[config.mk]
export PLATFORM = sky130hd
export DESIGN_NAME = sram_rw_sched
export DESIGN_NICKNAME = d
export VERILOG_FILES = /design/src/rtl/sram_rw_sched.sv
export SDC_FILE = /design/constraint.sdc
export NUM_CORES = 1
export LEC_CHECK = 0
export BUFFER_PORTS_ARGS = -buffer_cell sky130_fd_sc_hd__buf_2
export CAP_MARGIN = 30
export CORE_AREA = 2 2 277 279
export CTS_CLUSTER_DIAMETER = 60
export CTS_CLUSTER_SIZE = 12
export DETAILED_ROUTE_END_ITERATION = 7
export DIE_AREA = 0 0 279 281
export MAX_ROUTING_LAYER = met4
export SYNTH_ARGS = -nofsm -noshare
export SYNTH_HDL_FRONTEND = slang
export SYNTH_SLANG_ARGS = --single-unit
[constraint.sdc]
create_clock -name clock -period 1.35 [get_ports clock]
set_input_delay 0.0675 -clock clock [delete_from_list [all_inputs] [get_ports clock]]
set_output_delay 0.0675 -clock clock [all_outputs]
set_load 0.05 [all_outputs]
[src/rtl/sram_rw_sched.sv]
// ============================================================================
// sram_rw_sched
// ----------------------------------------------------------------------------
// Purpose:
//   Sequences one single-port, way-masked, set-associative SRAM that can do
//   either one read or one write per cycle, with 1-cycle read latency.
//   After reset it sweeps every set and writes zero to all ways. It then
//   arbitrates between a read-request port and a write-request port.
//   Writes have priority. A read that has been blocked for STARVE_MAX
//   consecutive cycles is forced through, so reads cannot starve.
//
// Optional feature (compile-time macro SRAM_RW_SCHED_HOLD_RDATA_EN):
//   When defined, io_rresp_data is held stable from one read response to the
//   next. When undefined, io_rresp_data passes sram_rresp_data straight
//   through and is meaningful only while io_rresp_valid is high.
//
// Ports:
//   clock, reset            rising-edge clock, asynchronous active-low reset
//   io_rreq_*               read request (valid/ready/setIdx)
//   io_rresp_*              read response (valid one cycle after accept)
//   io_wreq_*               write request (valid/ready/setIdx/data/waymask)
//   io_init_done            high once the zero-initialisation sweep is over
//   sram_rreq_*             read command towards the SRAM wrapper
//   sram_rresp_data         read data from the SRAM wrapper
//   sram_wreq_*             write command towards the SRAM wrapper
// Data packing: way w occupies bits [w*WIDTH +: WIDTH].
// ============================================================================
module sram_rw_sched #(
   parameter  int SETS       = 1024,
   parameter  int WAYS       = 8,
   parameter  int WIDTH      = 20,
   parameter  int STARVE_MAX = 4,
   localparam int IDXW       = $clog2(SETS),
   localparam int DW         = WAYS * WIDTH
) (
   input  logic            clock,
   input  logic            reset,
   input  logic            io_rreq_valid,
   output logic            io_rreq_ready,
   input  logic [IDXW-1:0] io_rreq_setIdx,
   output logic            io_rresp_valid,
   output logic [DW-1:0]   io_rresp_data,
   input  logic            io_wreq_valid,
   output logic            io_wreq_ready,
   input  logic [IDXW-1:0] io_wreq_setIdx,
   input  logic [DW-1:0]   io_wreq_data,
   input  logic [WAYS-1:0] io_wreq_waymask,
   output logic            io_init_done,
   output logic            sram_rreq_valid,
   output logic [IDXW-1:0] sram_rreq_setIdx,
   input  logic [DW-1:0]   sram_rresp_data,
   output logic            sram_wreq_valid,
   output logic [IDXW-1:0] sram_wreq_setIdx,
   output logic [DW-1:0]   sram_wreq_data,
   output logic [WAYS-1:0] sram_wreq_waymask
);

   localparam int CNTW = $clog2(STARVE_MAX + 1);

   localparam logic [0:0] ST_INIT = 1'b0;
   localparam logic [0:0] ST_RUN  = 1'b1;

   localparam logic [IDXW-1:0] LAST_SET  = IDXW'(SETS - 1);
   localparam logic [CNTW-1:0] STARVE_LIM = CNTW'(STARVE_MAX);

   logic [0:0]      state_q, state_d;
   logic [IDXW-1:0] init_ptr_q, init_ptr_d;
   logic [CNTW-1:0] starve_cnt_q, starve_cnt_d;
   logic            rresp_valid_q, rresp_valid_d;

   logic            force_rd;
   logic            rd_fire;
   logic            wr_fire;

   // Next-state and SRAM command generation. During the sweep the SRAM port
   // belongs to the initialiser and both requesters see ready low. In RUN the
   // SRAM index/data/mask follow the requesters; only the valids are gated by
   // the arbitration result, so at most one of them is ever high.
   always_comb begin
      state_d           = state_q;
      init_ptr_d        = init_ptr_q;
      starve_cnt_d      = starve_cnt_q;
      force_rd          = 1'b0;
      rd_fire           = 1'b0;
      wr_fire           = 1'b0;
      io_rreq_ready     = 1'b0;
      io_wreq_ready     = 1'b0;
      sram_rreq_valid   = 1'b0;
      sram_rreq_setIdx  = io_rreq_setIdx;
      sram_wreq_valid   = 1'b0;
      sram_wreq_setIdx  = io_wreq_setIdx;
      sram_wreq_data    = io_wreq_data;
      sram_wreq_waymask = io_wreq_waymask;

      case (state_q)
         ST_INIT: begin
            sram_wreq_valid   = 1'b1;
            sram_wreq_setIdx  = init_ptr_q;
            sram_wreq_data    = '0;
            sram_wreq_waymask = '1;
            init_ptr_d        = init_ptr_q + IDXW'(1);
            if (init_ptr_q == LAST_SET) begin
               state_d = ST_RUN;
            end
         end
         default: begin
            // A read that has waited STARVE_MAX cycles wins over any write.
            force_rd        = (starve_cnt_q == STARVE_LIM) && io_rreq_valid;
            io_wreq_ready   = ~force_rd;
            io_rreq_ready   = ~io_wreq_valid | force_rd;
            wr_fire         = io_wreq_valid & io_wreq_ready;
            rd_fire         = io_rreq_valid & io_rreq_ready;
            sram_wreq_valid = wr_fire;
            sram_rreq_valid = rd_fire;

            // Counts only cycles where a pending read actually lost to a write.
            if (rd_fire) begin
               starve_cnt_d = '0;
            end else if (io_rreq_valid && io_wreq_valid && (starve_cnt_q != STARVE_LIM)) begin
               starve_cnt_d = starve_cnt_q + CNTW'(1);
            end
         end
      endcase

      rresp_valid_d = rd_fire;
   end

   // State registers; reset restarts the sweep from set 0 at any time.
   always_ff @(posedge clock or negedge reset) begin
      if (!reset) begin
         state_q       <= ST_INIT;
         init_ptr_q    <= '0;
         starve_cnt_q  <= '0;
         rresp_valid_q <= 1'b0;
      end else begin
         state_q       <= state_d;
         init_ptr_q    <= init_ptr_d;
         starve_cnt_q  <= starve_cnt_d;
         rresp_valid_q <= rresp_valid_d;
      end
   end

   assign io_init_done   = (state_q == ST_RUN);
   assign io_rresp_valid = rresp_valid_q;

`ifdef SRAM_RW_SCHED_HOLD_RDATA_EN
   logic [DW-1:0] hold_q, hold_d;

   // Capture each response so the data stays put until the next one.
   always_comb begin
      hold_d        = rresp_valid_q ? sram_rresp_data : hold_q;
      io_rresp_data = rresp_valid_q ? sram_rresp_data : hold_q;
   end

   // Hold register for the last read response.
   always_ff @(posedge clock or negedge reset) begin
      if (!reset) begin
         hold_q <= '0;
      end else begin
         hold_q <= hold_d;
      end
   end
`else
   assign io_rresp_data = sram_rresp_data;
`endif

endmodule

Word level (Yosys, flattened, before mapping) --
Cells that the tools add are included.
Word-level totals: bits in registers 15, output and inout port bits 354, word-level logic and storage cells 30
Operators by class: add/subtract/negate cells 2, equality and inequality tests 3, mux-type cells 11, bitwise operators 5, reductions and logical operators 5
Operators with widths (count):
- two-way mux 160 bit | 1
- adder 10 x 1 -> 10 bit, second input constant | 1
- == test 10 bit, second input constant | 1
- two-way mux 10 bit | 1
- two-way mux 8 bit | 1
- two-way mux 1 bit | 6
- two-way mux 3 bit | 2
- adder 3 x 1 -> 3 bit, second input constant | 1
- == test 3 bit, second input constant | 1
- logical AND 1 bit | 3
- inequality test 3 bit, second input constant | 1
- AND 1 bit | 2
- inverter 1 bit | 2
- AND reduction 2 bit | 1
- nonzero test 2 bit | 1
- OR 1 bit | 1

Longest topological paths before layout --
depth in word-level cells 6, mapped depth 5, depth with buffers taken out 5

Least setup slack after synthesis --
OpenSTA, ideal clock, no wires.
kind register to output, start point register state_q (netlist: io_init_done), end point output port sram_wreq_valid, data arrival time 2391 ps, data required time 1283 ps, path slack -1108 ps, cell stages (with the launch flop) 6, path through dfrtp_1 > buf_2 > buf_2 > inv_1 > a21oi_1 > inv_1
On the way: longest elaborated chain between the ends 1
RTL lines:
- start, declared | line 66 | logic [0:0] state_q, state_d;
- start signal, assigned | line 136 | state_q <= state_d;
- two-way mux 1 bit | line 95 | case (state_q)
- end, declared | line 52 | output logic sram_wreq_valid,
Every way passes these cells.

Worst setup path in the final report --
start point register state_q (netlist: io_init_done), end point output port sram_wreq_data[136]
On the way: longest elaborated chain between the ends 1
RTL lines:
- two-way mux 160 bit | line 95
- end, declared | line 54 | output logic [DW-1:0] sram_wreq_data,
Every way passes these cells.

==> results_dict.tcl <==
set metrics [dict create \
    p_seq_share_pct 33.5 \
    total_power_mw 1.345 \
    cellPowerDensity_mw_per_mm2 182.4 \
    p_leak_nw 3.307 \
    fin_util_pct 9.773 \
    critPathBufInv 3 \
    rows 101 \
    gr-total-overflow 0 \
    max_stage_delay_ps 530 \
    async_reset_ff_share_pct 100.0 \
    io_pins 706 \
    combPwrFrac_pct 21.6 \
    dieWidth_um 279 \
    crit_slowest_cell "dfrtp_4" \
    drc 0 \
    cp_max_fo 19 \
    antenna_found_initial 14 \
    path_clk_slew_ps 50 \
    drt_iter0_drc 69 \
    seqCellArea_um2 379.1 \
    arrival_ps 1470 \
    synth_cell_types 26 \
    io_buffer_count 365 \
    rsz0062_at_grt "yes" \
    layout_setup_ws_ps -191.9 \
    die-area_mm2 0.07840 \
    instances_no_fill 1633 \
    syn_area_mm2 0.003236 \
    irDropWorstVdd_mv 0.3522 \
    placedCellCount 1606 \
    status "finished with violations" \
    ys_seq_elements 15 \
    detailed_place_hpwl_mm 18.75 \
    period_minus_slack_ps 1542 \
    preCtsSetupSlack_ps -21.71 \
    setup_viol_count_final 186 \
    fin_skew_ps 2.766 \
    cts_tree "built" \
    swShare_pct 23.08 \
    timing.final.crit_share_pct 114.2 \
    drive_gt1_share_pct 91.36 \
    yosysTopAreaCellShare_pct 39.44 \
    tightest_slew_ps 411.7 \
    intPower_mw 1.034 \
    multi_input_area_mm2 0.001962 \
    hold_viol 0 \
    wl_per_cell_um 13.79 \
    ant_nets 0 \
    violations "setup timing" \
    clockBufferDepth 2 \
    area_delta_synth_final_pct 127.9 \
    n_fill_cell 8635 \
    die_y_um 281 \
    whs_ps 135.0 \
    start_util_pct 4.289 \
    first_pass_iters 3 \
    fin_nets 1004 \
    setup.worst_path.start_class "flip-flop" \
    worstSetupPathType "reg2out" \
    crit_family "flip-flops" \
    cts_num_sinks 15 \
    required_ps 1280 \
    switchingPower_mw 0.3104 \
    max_freq_mhz 648.5 \
    clk_latency_ps 250 \
    maxCapViolCount 0 \
    wl_mm 22.51 \
    vias_per_cell 2.328 \
    cts_buffers 3 \
    maxSlewViolCount 0 \
    htreeDepth 1 \
    gp_congestion 0.8296 \
    hp-class "in2out" \
    clkPwrFrac_pct 44.9 \
    synth-edff-count 0 \
    cts_root_buf "clkbuf_16" \
    core_mm2 0.07544 \
    synthFlopType "dfrtp_1" \
    crit_chain "buf_12, clkbuf_16, and2_4, buf_6" \
    vias 3802 \
    ys_warn_count 0 \
    synthTopCellsByCount "buf_4, and2_1, clkbuf_1, dfrtp_1, mux2_2" \
    grt_max_degree 40 \
    synth_top_area_cell "buf_4" \
    grt_usage_pct 5.150 \
    yosysSeqAreaShare_pct 11.60 \
    yosysMostFrequentCell "buf_4" \
    grt_pass1_vias 3718 \
    relSlewSlack_pct 72.75 \
    syn_inst 433 \
    cp-end-kind "output port" \
    syn_area_per_cell_um2 7.473 \
    grt_pass1_wl_mm 26.94 \
    synthesis.nets 788 \
    synthTopCellsByArea "buf_4, and2_1, dfrtp_1" \
]
[kinds of logic after synthesis]
group / synth area share [%]
AO/OA/AOI/OAI: 1.199
XOR/XNOR: 2.436
adder cells (fa/ha/maj): 1.160
buffers and inverters: 42.58
flip-flops: 11.60
multiplexers: 3.828
AND/OR/NAND/NOR: 37.20
[placed cells by master (no fill, tap or decap), types with 2 or more instances in the layout]
cell       count
a21oi_4        2
and2_2        18
and2_4       142
buf_12        45
buf_2        182
buf_4         39
buf_6        129
buf_8          3
clkbuf_16      5
dfrtp_1       14
diode_2        7
ha_1           2
inv_2          2
mux2_2         3
mux2_4         8
nand2_1        9
nand2b_1       8
nand4_1        3
nor3_2         2
o21ai_0        4
xnor2_1        5
xor2_1         4
[timing repair]
action                                  CTS  global route
setup buffers                             9             4
hold endpoints to repair                 15             0
pin swaps                                 4             4
gates cloned                              1             2
endpoints found under the setup margin  185           191
hold buffers                              1             0
resized for setup                       214            92
[power by group through the flow]
stage | logic (mW) | registers (mW) | clock network (mW)
after global placement | 0.283 | 0.458 | 0
after CTS | 0.291 | 0.450 | 0.619
after detailed placement | 0.286 | 0.458 | 0
after floorplan | 1.36 | 0.458 | 0
final | 0.290 | 0.450 | 0.605
after global routing | 0.318 | 0.450 | 0.644
[flip-flops by register name, indices dropped and copies added (netlist names)]
register / count
init_ptr_q: 10
starve_cnt_q: 3
io_init_done: 1
io_rresp_valid: 1
[final cells by class]
cell class                 count  share of cell area (%)
antenna                        7                  0.2376
clock buffer                   3                   1.018
clock inverter                 1                 0.06788
inverter                       4                  0.2885
multi-input combinational    223                   26.61
sequential                    15                   5.142
tap                          978                   16.60
timing repair buffer         402                   50.04
[final timing paths]
check / depth (start not counted) / start / to / slack [ps]
setup / recovery: 4 / io_init_done / sram_wreq_data[136] / -190
hold / removal: 0 / sram_rresp_data[115] / io_rresp_data[115] / 140
setup reg to reg: 5 / io_init_done / init_ptr_q[9] / -110
hold reg to reg: 1 / init_ptr_q[7] / init_ptr_q[7] / 520
max in group asynchronous: 2 / reset / io_init_done / 780
min in group asynchronous: 2 / reset / io_rresp_valid / 260
[layer usage]
| metal | share of wire (%) | GRT usage, % |
|---|---|---|
| met5 | 0 | - |
| met4 | 3.1 | 1.585 |
| met3 | 22 | 5.096 |
| met2 | 44 | 7.673 |
| met1 | 31 | 4.499 |
[through the flow]
stage	cell area (um^2)	setup TNS (ps)
2_1_floorplan	3700	-3073
3_3_place_gp	6186	0
3_5_place_dp	6186	-239.8
4_1_cts	7004	-30420
5_1_grt	7373	-34010
6_report	7373	-24670
Power figures use the tool's default switching activity.
